`config.mk`:
```
export PLATFORM = sky130hd
export DESIGN_NAME = uart_byte_rx_flat
export DESIGN_NICKNAME = d
export VERILOG_FILES = /design/src/rtl/uart_byte_rx_if.sv /design/src/rtl/uart_byte_rx.sv /design/src/flat_wrapper.sv
export SDC_FILE = /design/constraint.sdc
export NUM_CORES = 1
export LEC_CHECK = 0
export CORE_MARGIN = 5
export CORE_UTILIZATION = 47
export CTS_CLUSTER_DIAMETER = 120
export DETAILED_ROUTE_END_ITERATION = 8
export PLACE_DENSITY = 0.7
export SETUP_SLACK_MARGIN = 0.02
export SLEW_MARGIN = 15
export SYNTH_ARGS = -nofsm -noshare
export SYNTH_HDL_FRONTEND = slang
export SYNTH_SLANG_ARGS = --single-unit
```
`constraint.sdc`:
```
create_clock -name clk -period 3.8 [get_ports clk]
set_clock_uncertainty 0.05 [all_clocks]
set_input_delay 0.76 -clock clk [delete_from_list [all_inputs] [get_ports clk]]
set_output_delay 0.76 -clock clk [all_outputs]
set_load 0.02 [all_outputs]
```
`src/rtl/uart_byte_rx_if.sv`:
```
// Byte-stream handshake between the serial receiver and its downstream consumer.
// The receiver owns the byte side; the consumer (or a line driver) supplies rxd.
`timescale 1ns/1ps
interface uart_byte_rx_if;
    logic       rxd;
    logic [7:0] data;
    logic       write;
    logic       frame_err;
    logic       busy;
    logic [9:0] byte_cnt;

    modport master (
        input  rxd,
        output data,
        output write,
        output frame_err,
        output busy,
        output byte_cnt
    );

    modport slave (
        output rxd,
        input  data,
        input  write,
        input  frame_err,
        input  busy,
        input  byte_cnt
    );
endinterface

```
`src/rtl/uart_byte_rx.sv`:
```
// 8N1 serial byte receiver: mid-bit sampling from a free-running bit-period counter,
// one-cycle write/frame_err strobes and a wrapping 10-bit delivered-byte count.
`timescale 1ns/1ps
module uart_byte_rx #(
    parameter int CLKS_PER_BIT = 16,
    parameter int CNT_W        = $clog2(CLKS_PER_BIT)
) (
    input  logic           clk,
    input  logic           nrst,
    uart_byte_rx_if.master bus
);

    localparam int HALF = CLKS_PER_BIT / 2;
    localparam logic [CNT_W-1:0] HALF_LAST = CNT_W'(HALF - 1);
    localparam logic [CNT_W-1:0] BIT_LAST  = CNT_W'(CLKS_PER_BIT - 1);

    typedef enum logic [2:0] {
        IDLE,
        START,
        DATA,
        STOP,
        WAIT_HIGH
    } state_t;

    state_t           state;
    state_t           state_nxt;
    logic             sync1;
    logic             rxd_s;
    logic [CNT_W-1:0] cnt;
    logic [2:0]       idx;
    logic [2:0]       idx_nxt;
    logic [7:0]       shreg;
    logic [7:0]       shreg_nxt;
    logic             write_nxt;
    logic             ferr_nxt;
    logic             sample;

    // Synchroniser idles high so a reset never looks like a start edge.
    always_ff @(posedge clk or negedge nrst) begin
        if (!nrst) begin
            sync1 <= 1'b1;
            rxd_s <= 1'b1;
        end else begin
            sync1 <= bus.rxd;
            rxd_s <= sync1;
        end
    end

    always_comb begin
        sample = 1'b0;
        case (state)
            START:      sample = (cnt == HALF_LAST);
            DATA, STOP: sample = (cnt == BIT_LAST);
            default:    sample = 1'b0;
        endcase
    end

    always_comb begin
        state_nxt = state;
        idx_nxt   = idx;
        shreg_nxt = shreg;
        write_nxt = 1'b0;
        ferr_nxt  = 1'b0;
        case (state)
            IDLE: begin
                if (!rxd_s) state_nxt = START;
            end
            START: begin
                if (sample) begin
                    if (!rxd_s) begin
                        state_nxt = DATA;
                        idx_nxt   = 3'd0;
                    end else begin
                        state_nxt = IDLE;
                    end
                end
            end
            DATA: begin
                if (sample) begin
                    shreg_nxt[idx] = rxd_s;
                    idx_nxt        = idx + 3'd1;
                    if (idx == 3'd7) state_nxt = STOP;
                end
            end
            STOP: begin
                if (sample) begin
                    if (rxd_s) begin
                        write_nxt = 1'b1;
                        state_nxt = IDLE;
                    end else begin
                        ferr_nxt  = 1'b1;
                        state_nxt = WAIT_HIGH;
                    end
                end
            end
            // A held-low line must return high before another start is honoured.
            WAIT_HIGH: begin
                if (rxd_s) state_nxt = IDLE;
            end
            default: state_nxt = IDLE;
        endcase
    end

    // The period counter restarts on every state change so each phase times from its own entry.
    always_ff @(posedge clk or negedge nrst) begin
        if (!nrst) begin
            state <= IDLE;
            cnt   <= '0;
            idx   <= 3'd0;
            shreg <= 8'd0;
        end else begin
            state <= state_nxt;
            idx   <= idx_nxt;
            shreg <= shreg_nxt;
            if (state_nxt != state) cnt <= '0;
            else                    cnt <= cnt + CNT_W'(1);
        end
    end

    always_ff @(posedge clk or negedge nrst) begin
        if (!nrst) begin
            bus.data      <= 8'd0;
            bus.write     <= 1'b0;
            bus.frame_err <= 1'b0;
            bus.byte_cnt  <= 10'd0;
        end else begin
            bus.write     <= write_nxt;
            bus.frame_err <= ferr_nxt;
            if (write_nxt) begin
                bus.data     <= shreg_nxt;
                bus.byte_cnt <= bus.byte_cnt + 10'd1;
            end
        end
    end

    assign bus.busy = (state != IDLE);

endmodule

```
`src/flat_wrapper.sv`:
```
// flat-port wrapper written by rule: the top's interface ports become plain ports
module uart_byte_rx_flat 
#(
    parameter int CLKS_PER_BIT = 16,
    parameter int CNT_W        = $clog2(CLKS_PER_BIT)
)
  (clk, nrst, bus_rxd, bus_data, bus_write, bus_frame_err, bus_busy, bus_byte_cnt);
  uart_byte_rx_if bus_i ();
  input  logic clk;
  input  logic nrst;
  input wire logic [$bits(bus_i.rxd)-1:0] bus_rxd;
  output wire logic [$bits(bus_i.data)-1:0] bus_data;
  output wire logic [$bits(bus_i.write)-1:0] bus_write;
  output wire logic [$bits(bus_i.frame_err)-1:0] bus_frame_err;
  output wire logic [$bits(bus_i.busy)-1:0] bus_busy;
  output wire logic [$bits(bus_i.byte_cnt)-1:0] bus_byte_cnt;
  assign bus_i.rxd = bus_rxd;
  assign bus_data = bus_i.data;
  assign bus_write = bus_i.write;
  assign bus_frame_err = bus_i.frame_err;
  assign bus_busy = bus_i.busy;
  assign bus_byte_cnt = bus_i.byte_cnt;
  uart_byte_rx #(.CLKS_PER_BIT(CLKS_PER_BIT), .CNT_W(CNT_W)) u_core (.clk(clk), .nrst(nrst), .bus(bus_i));
endmodule
```
==> results.md, run 1 <==
- Max-slew violation count: 0
- Top FF cell, synth: dfrtp_1
- Met3 usage: 3.65%
- CP cell instances: or3_1, clkdlybuf4s50_1
- CP max FO: 12
- P_leak: 1.00 nW
- Most frequent cells in the layout: 38 x dfrtp_1, 22 x clkdlybuf4s50_1, 15 x mux2_2
- Setup CP Type: register to output pin
- Hold slack: 0.314 ns
- DRT Wirelength: 3130 µm
- Delay-heaviest family, CP: flip-flops
- Worst-path clk slew: 0.07 ns
- Worst path required time: 2.99 ns
- H-tree levels: 2
- Routed vias/inst: 5.41
- Crit path largest cell delay: 0.54 ns
- Routed Antenna Nets: 0
- Critical Path Stages: 2
- Post-DR wirelength/cell: 14.8 µm
- Vias: 1146
- Residual DRC: 0
- Synth async-reset ratio: 100%
- Max Cap Viol: 0
- Worst Setup SP: u_core.state[0]
- Max Root-Sink Buffers: 2
- Worst rel slew slack: 43.7%
- Met2 GRT Util: 22.3%
- Element type at the critical path end: output pin
- Drt first pass iters: 4
- Syn nets: 145
- Worst r2r path cells: 3
- Nets: 170
- Status: completed
- Final setup vio count: 0
- Pin slew with the least headroom to its limit: 0.844 ns
- Setup crit start kind: register
- Yosys cell types: 39
- Critical Path AT: 1.78 ns
- N_diodes: 0
- RR Endpoint: u_core.bus.data[5]
- Pwr Total: 1.12 mW
- First-pass GRT wire length: 5590 µm
- CTS resizes: 0
- RSZ-0062 raised after global routing: no
- Yosys warns: 0
- Final Hold Vio Count: 0
- Cell area power density: 524 nW/µm²
- Register area share after synthesis: 56.7%
- Synthesized area: 1770 µm²
- DP Cell Count: 204
- Grt peak-use layer: met2
- Std-Cell Rows: 22
- Final TNS setup: 0 ns
- Hold-fix buffers, CTS: 0
- VDD IR-drop max: 305 µV
- Largest net degree at the start of global routing: 41
- Worst setup path endpoint: bus_busy
- Die height: 71.4 µm
- Commonest non-fill, non-tap cell in the layout: dfrtp_1
- Post-CTS setup buffers: 0
- Final Wtd Congestion: 0.696
- Post-route clock period utilization: 68.2%
- EDFF count, synth: 0
- Die area: 5090 µm²
- CORE AREA: 3660 µm²
- Total CTS buffers: 5
- TritonCTS clock tree: built
- Die Wd: 71.4 µm
- Hold WC Path Type: register to register
- # IOs: 24
- Root buffer cell: clkbuf_8
- # clock sinks: 40
- Fraction of layout cells with a size suffix above 1: 20.7%
- Met1 usage: 17.1%
- End-of-flow core utilization: 58.4%
- Grt total ovfl: 0
- Initial antenna violation count: 0
- Non-Filler Instances: 212
- Flop and latch count out of synthesis: 40
- Buf/Inv on CP: 1
- Clk_lat worst skew: 0.29 ns
- Fmax: 386 MHz
- Vias in the first global route: 1199
- All-Layer GR Usage: 14.2%
- Reg-to-Reg Start: u_core.rxd_s
- Starting Density: 48.4%
- WHS Path Cells: 0
- Synth Instances: 138
- Syn-to-layout area delta: 20.7%
- Tmin final: 2.59 ns
- Fill count: 316
- Detailed Place HPWL: 2190 µm
- Iteration-0 DRC Markers: 18
- Syn avg cell area: 12.8 µm²
- R2r setup slk: 1.76 ns
- Slowest-stage cell, CP: dfrtp_1
- PortBufs: 23
==> where the power goes <==
group	switching [mW]	leakage, nW	internal, mW
combinational	0.121	0.412	0.101
clock	0.140	0.0552	0.195
sequential	0.0873	0.536	0.476
total	0.348	1.00	0.772
==> metal layers <==
| metal | vias to the layer above | routed length, µm |
|---|---|---|
| li1 | 540 | - |
| met1 | 580 | 1340 |
| met2 | 21 | 1550 |
| met3 | 5 | 150 |
| met4 | 0 | 81 |
| met5 | - | 0 |
==> layout make-up <==
class	instances	area, µm²	share of cell area [%]
Timing Repair Buffer	23	225	10.5
Inverter	1	3.75	0.176
Multi-Input combinational cell	92	737	34.5
Clock inverter	2	35.0	1.64
Sequential cell	40	1000	47.0
Clock buffer	6	72.6	3.40
Tap cell	48	60.1	2.81
==> registers in the layout, summed over array words and instances (netlist names) <==
| signal | flops |
|---|---|
| u_core.bus.byte_cnt | 10 |
| u_core.bus.data | 8 |
| u_core.shreg | 8 |
| u_core.cnt | 4 |
| u_core.idx | 3 |
| u_core.state | 3 |
| u_core.bus.frame_err | 1 |
| u_core.bus.write | 1 |
| u_core.rxd_s | 1 |
| u_core.sync1 | 1 |
==> Yosys cell counts (3+ instances only) <==
master | number | area [µm²]
dfrtp_1 | 38 | 951
mux2_2 | 15 | 169
nor2_1 | 11 | 41.3
nand3_1 | 7 | 35.0
xnor2_1 | 6 | 52.6
xor2_1 | 6 | 52.6
nand2_1 | 5 | 18.8
ha_1 | 4 | 50.1
nor3_1 | 4 | 20.0
and3_1 | 3 | 18.8
buf_2 | 3 | 15.0
nand4_1 | 3 | 18.8
==> logic make-up after synthesis <==
kind of cell | count (synthesis) | share of synthesized area (%)
xor+xnor | 12 | 5.94
simple gates | 49 | 17.7
buf+inv | 6 | 1.70
flops | 40 | 56.7
fa+ha+maj | 4 | 2.83
compound gates | 10 | 4.31
mux | 17 | 10.8
==> metrics by stage <==
step | instance area (µm²) | worst slack [ns]
finish | 2140 | 1.21
global route | 2140 | 1.13
CTS | 2140 | 1.19
detailed placement | 2030 | 1.52
global placement | 2030 | 1.53
floorplan | 1770 | 1.94
==> how the worst min path moves through the flow <==
| stage | slack (ns) | end | start |
|---|---|---|---|
| after CTS | 0.32 | u_core.rxd_s | u_core.sync1 |
| after detailed placement | 0.30 | u_core.rxd_s | u_core.sync1 |
| after global routing | 0.32 | u_core.rxd_s | u_core.sync1 |
| after floorplan | 0.30 | u_core.rxd_s | u_core.sync1 |
| after global placement | 0.30 | u_core.rxd_s | u_core.sync1 |
| final | 0.31 | u_core.rxd_s | u_core.sync1 |
No activity file was read; power rests on OpenSTA's default activity.
==> inputs of run 2 (changes only) <==
==> constraint.sdc (replaced) <==
create_clock -name clk -period 2.5 [get_ports clk]
set_clock_uncertainty 0.05 [all_clocks]
set_input_delay 0.5 -clock clk [delete_from_list [all_inputs] [get_ports clk]]
set_output_delay 0.5 -clock clk [all_outputs]
set_load 0.02 [all_outputs]
==> run 2 against run 1 <==
  * Cell area barely moved
  * Via count grew 1.7%
  * Global-route usage is 0.88 points lower
  * Worst setup slack worse by 0.94 ns
  * Largest cell class unchanged
  * Hold slack worse by 0.044 ns
  * Critical path type unchanged
==> results.md, run 2 (synthesis gave the netlist of run 1 again) <==
- Vias: 1165
- Reg with most FFs: u_core.bus.byte_cnt
- Worst rel slew slack: 42.1%
- Final setup vio count: 0
- Crit path largest cell delay: 0.54 ns
- Commonest non-fill, non-tap cell in the layout: dfrtp_1
- DP Cell Count: 206
- Post-CTS setup buffers: 0
- # IOs: 24
- RSZ-0062 raised after global routing: no
- Setup crit start kind: register
- Register area: 1000 µm²
- CTS resizes: 0
- Element type at the critical path end: output pin
- Biggest regs: u_core.bus.byte_cnt: 10 flops, u_core.bus.data: 8 flops, u_core.shreg: 8 flops
- Std-Cell Rows: 22
- Residual DRC: 0
- Fill count: 318
- Fraction of layout cells with a size suffix above 1: 21.7%
- Max-slew violation count: 0
- Post-DR wirelength/cell: 14.3 µm
- Iteration-0 DRC Markers: 37
- Worst path required time: 1.95 ns
- Max reg flops: 10
- R2r setup slk: 0.58 ns
- Drt first pass iters: 4
- Critical Path AT: 1.69 ns
- Final Wtd Congestion: 0.740
- H-tree levels: 2
- CP cell instances: or3_1, clkdlybuf4s50_1
- Largest net degree at the start of global routing: 41
- Routed vias/inst: 5.44
- Multi-input logic area: 737 µm²
- Final Hold Vio Count: 0
- Slowest-stage cell, CP: clkdlybuf4s50_1
- First-pass GRT wire length: 5290 µm
- Detailed Place HPWL: 2160 µm
- Max Root-Sink Buffers: 2
- CORE AREA: 3660 µm²
- Routed Antenna Nets: 0
- Initial antenna violation count: 0
- CP max FO: 9
- TritonCTS clock tree: built
- Die height: 71.4 µm
- Die area: 5090 µm²
- Hold-fix buffers, CTS: 0
- Fmax: 447 MHz
- Most frequent cells in the layout: 38 x dfrtp_1, 22 x clkdlybuf4s50_1, 15 x mux2_2
- Die Wd: 71.4 µm
- Tmin final: 2.24 ns
- Starting Density: 48.4%
- N_diodes: 0
- DRT Wirelength: 3050 µm
- Status: completed
- Clk_lat worst skew: 0.29 ns
- VDD IR-drop max: 483 µV
- Grt total ovfl: 0
- Vias in the first global route: 1176
- Syn-to-layout area delta: 20.8%
- All-Layer GR Usage: 13.3%
- P_leak: 1.00 nW
- Final TNS setup: 0 ns
- Root buffer cell: clkbuf_8
- Max Cap Viol: 0
- Nets: 172
- Non-Filler Instances: 214
- Worst-path clk slew: 0.07 ns
- Total CTS buffers: 5
- Hold WC Path Type: primary input to async pin
- Hold slack: 0.270 ns
- PortBufs: 23
- Cell area power density: 769 nW/µm²
- Setup CP Type: register to output pin
- Post-route clock period utilization: 89.5%
- Pin slew with the least headroom to its limit: 0.868 ns
- End-of-flow core utilization: 58.4%
- # clock sinks: 40
run 2: cell count changes in the layout (fill, tap and decap cells not counted):
cell,change
clkbuf_8,+1
clkinvlp_4,+1
buf_4,+2
bufinv_16,-1
clkinv_2,-1
run 2: worst paths after layout:
| kind | start | end | cells past startpoint |
|---|---|---|---|
| max | u_core.state[2] | bus_busy | 2 |
| min | nrst | u_core.bus.byte_cnt[9] | 1 |
| max reg2reg | u_core.rxd_s | u_core.bus.data[0] | 4 |
| min reg2reg | u_core.sync1 | u_core.rxd_s | 0 |
| max in group asynchronous | nrst | u_core.bus.data[3] | 1 |
| min in group clk | u_core.sync1 | u_core.rxd_s | 0 |
run 2: layout make-up:
cell class                      count  share of cell area [%]
Clock buffer                        7                    4.04
Clock inverter                      1                   0.351
Inverter                            1                   0.176
Multi-Input combinational cell     92                    34.5
Sequential cell                    40                    46.9
Tap cell                           48                    2.81
Timing Repair Buffer               25                    11.2
run 2: power breakdown:
group / internal, mW / total [mW] / switching [mW]
Clock: 0.224 / 0.443 / 0.219
Sequential: 0.724 / 0.830 / 0.106
Combinational: 0.163 / 0.371 / 0.208
run 2: metal layers:
metal	vias to the layer above	GRT usage, %	wire (µm)
li1	545	-	-
met1	579	16.4	1420
met2	34	20.7	1390
met3	7	4.49	180
met4	0	6.89	62
met5	-	0	0
run 2: metrics by stage:
step / power, mW / cell area, µm² / worst slack [ns]
after global placement: 1.20 / 2040 / 0.606
after global routing: 1.74 / 2140 / 0.197
final: 1.64 / 2140 / 0.263
after floorplan: 1.10 / 1770 / 0.867
after detailed placement: 1.22 / 2040 / 0.580
after CTS: 1.66 / 2140 / 0.247
run 2: critical path, delay by kind of cell, from the launching register on:
family                 cells  cell delay, ns
buffers and inverters      1            0.54
DFF                        1            0.48
and+or+nand+nor            1            0.37
==> inputs of run 3 (changes only) <==
--- a/config.mk
+++ b/config.mk
@@ -5,7 +5,6 @@
 export SDC_FILE = /design/constraint.sdc
 export NUM_CORES = 1
 export LEC_CHECK = 0
-export CORE_MARGIN = 5
 export CORE_UTILIZATION = 47
 export CTS_CLUSTER_DIAMETER = 120
 export DETAILED_ROUTE_END_ITERATION = 8
==> constraint.sdc (replaced) <==
create_clock -name clk -period 2.9 [get_ports clk]
set_clock_uncertainty 0.05 [all_clocks]
set_input_delay 0.58 -clock clk [delete_from_list [all_inputs] [get_ports clk]]
set_output_delay 0.58 -clock clk [all_outputs]
set_load 0.02 [all_outputs]
==> run 3 against run 2 <==
  * Flip-flop and latch count stayed put
  * Clock-buffer cell count is 1 higher
  * Sequential share of layout area is 0.47 points higher
  * Worst setup slack better by 0.22 ns
  * Critical endpoint unchanged
  * Largest cell class unchanged
  * Highest routed layer unchanged
==> results.md, run 3 (synthesis gave the netlist of run 1 again) <==
- Biggest regs: u_core.bus.byte_cnt: 10 flops, u_core.bus.data: 8 flops, u_core.shreg: 8 flops
- VDD IR-drop max: 431 µV
- Place WS: 0.773 ns
- Worst rel slew slack: 44.0%
- First-pass GRT wire length: 5450 µm
- Fill count: 310
- R2r setup slk: 0.86 ns
- Die height: 63.4 µm
- RSZ-0062 raised after global routing: no
- Die Wd: 63.4 µm
- Clk_lat worst skew: 0.28 ns
- Detailed Place HPWL: 2020 µm
- Final TNS setup: 0 ns
- Fmax: 414 MHz
- CP max FO: 12
- Initial antenna violation count: 0
- Hold-fix buffers, CTS: 0
- Syn-to-layout area delta: 19.6%
- Vias: 1124
- Max Cap Viol: 0
- Max-slew violation count: 0
- Die area: 4020 µm²
- DRT Wirelength: 2880 µm
- Reg with most FFs: u_core.bus.byte_cnt
- Std-Cell Rows: 21
- Int Power: 0.949 mW
- CTS resizes: 0
- Largest net degree at the start of global routing: 41
- Final Wtd Congestion: 0.793
- Final Hold Vio Count: 0
- Tmin final: 2.42 ns
- Final setup vio count: 0
- Post-CTS setup buffers: 0
- Nets: 170
- Vias in the first global route: 1199
- CORE AREA: 3470 µm²
- Register area: 1000 µm²
- Combinational power share: 20.5%
- Hold WC Path Type: register to register
- Sw Ratio: 31.7%
- Post-DR wirelength/cell: 13.7 µm
- TritonCTS clock tree: built
- Drt first pass iters: 4
- All-Layer GR Usage: 17.7%
- Worst path required time: 2.27 ns
- Status: completed
- Most frequent cells in the layout: 38 x dfrtp_1, 22 x clkdlybuf4s50_1, 15 x mux2_2
- H-tree levels: 2
- Iteration-0 DRC Markers: 34
- Commonest non-fill, non-tap cell in the layout: dfrtp_1
- Sw Pwr: 0.442 mW
- Fraction of layout cells with a size suffix above 1: 20.1%
- Sequential share of power: 53.2%
- Critical Path AT: 1.79 ns
- Element type at the critical path end: output pin
- Routed Antenna Nets: 0
- Grt total ovfl: 0
- Setup CP Type: register to output pin
- Post-route clock period utilization: 83.4%
- Worst-path clk slew: 0.07 ns
- Cell area power density: 657 nW/µm²
- Routed vias/inst: 5.35
- # clock sinks: 40
- P_leak: 0.994 nW
- Residual DRC: 0
- Setup crit start kind: register
- Total CTS buffers: 5
- Final WS setup: 0.482 ns
- Max Root-Sink Buffers: 2
- Multi-input logic area: 737 µm²
- Max reg flops: 10
- N_diodes: 0
- Pin slew with the least headroom to its limit: 0.840 ns
- Root buffer cell: clkbuf_8
- Clock power share: 26.3%
- # IOs: 24
- Starting Density: 51.0%
- PortBufs: 23
run 3: layout make-up:
cell class | count | share of cell area, %
inverters | 1 | 0.177
clock buffers | 8 | 4.26
multi-input cells | 92 | 34.8
well taps | 46 | 2.72
repair buffers | 23 | 10.6
flip-flops and latches | 40 | 47.4
run 3: per-stage QoR:
stage | cells | instance area, µm² | utilization [%] | hold WS [ns] | power, mW
finish | 210 | 2120 | 61.0 | 0.311 | 1.39
global placement | 202 | 2030 | 58.4 | 0.297 | 1.02
CTS | 210 | 2120 | 61.0 | 0.313 | 1.41
floorplan | 138 | 1770 | - | 0.234 | 0.952
detailed placement | 202 | 2030 | 58.4 | 0.303 | 1.04
global route | 210 | 2120 | 61.0 | 0.314 | 1.48
run 3: metal layers:
metal | share of wire [%] | GRT usage (%) | routed length, µm
met5 | 0 | 0 | 0
met4 | 1.3 | 5.97 | 38
met3 | 3.0 | 5.43 | 87
met2 | 50 | 28.6 | 1440
met1 | 46 | 22.6 | 1320
run 3: power groups by stage:
| stage | logic (mW) | registers [mW] | clock network, mW |
|---|---|---|---|
| after floorplan | 0.245 | 0.707 | 0 |
| after global placement | 0.273 | 0.744 | 0 |
| after detailed placement | 0.289 | 0.753 | 0 |
| after CTS | 0.290 | 0.741 | 0.382 |
| after global routing | 0.321 | 0.758 | 0.399 |
| final | 0.286 | 0.740 | 0.365 |
run 3: worst max-delay path, stage by stage (launching register included):
cell             delay, ns
dfrtp_1               0.54
or3_1                 0.42
clkdlybuf4s50_1       0.54
run 3: worst paths after layout:
path | depth (start not counted) | from | end
min | 0 | u_core.sync1 | u_core.rxd_s
min reg2reg | 0 | u_core.sync1 | u_core.rxd_s
max | 2 | u_core.state[0] | bus_busy
min in group asynchronous | 1 | nrst | u_core.bus.byte_cnt[8]
max reg2reg | 3 | u_core.rxd_s | u_core.bus.data[2]
max in group asynchronous | 1 | nrst | u_core.bus.data[6]
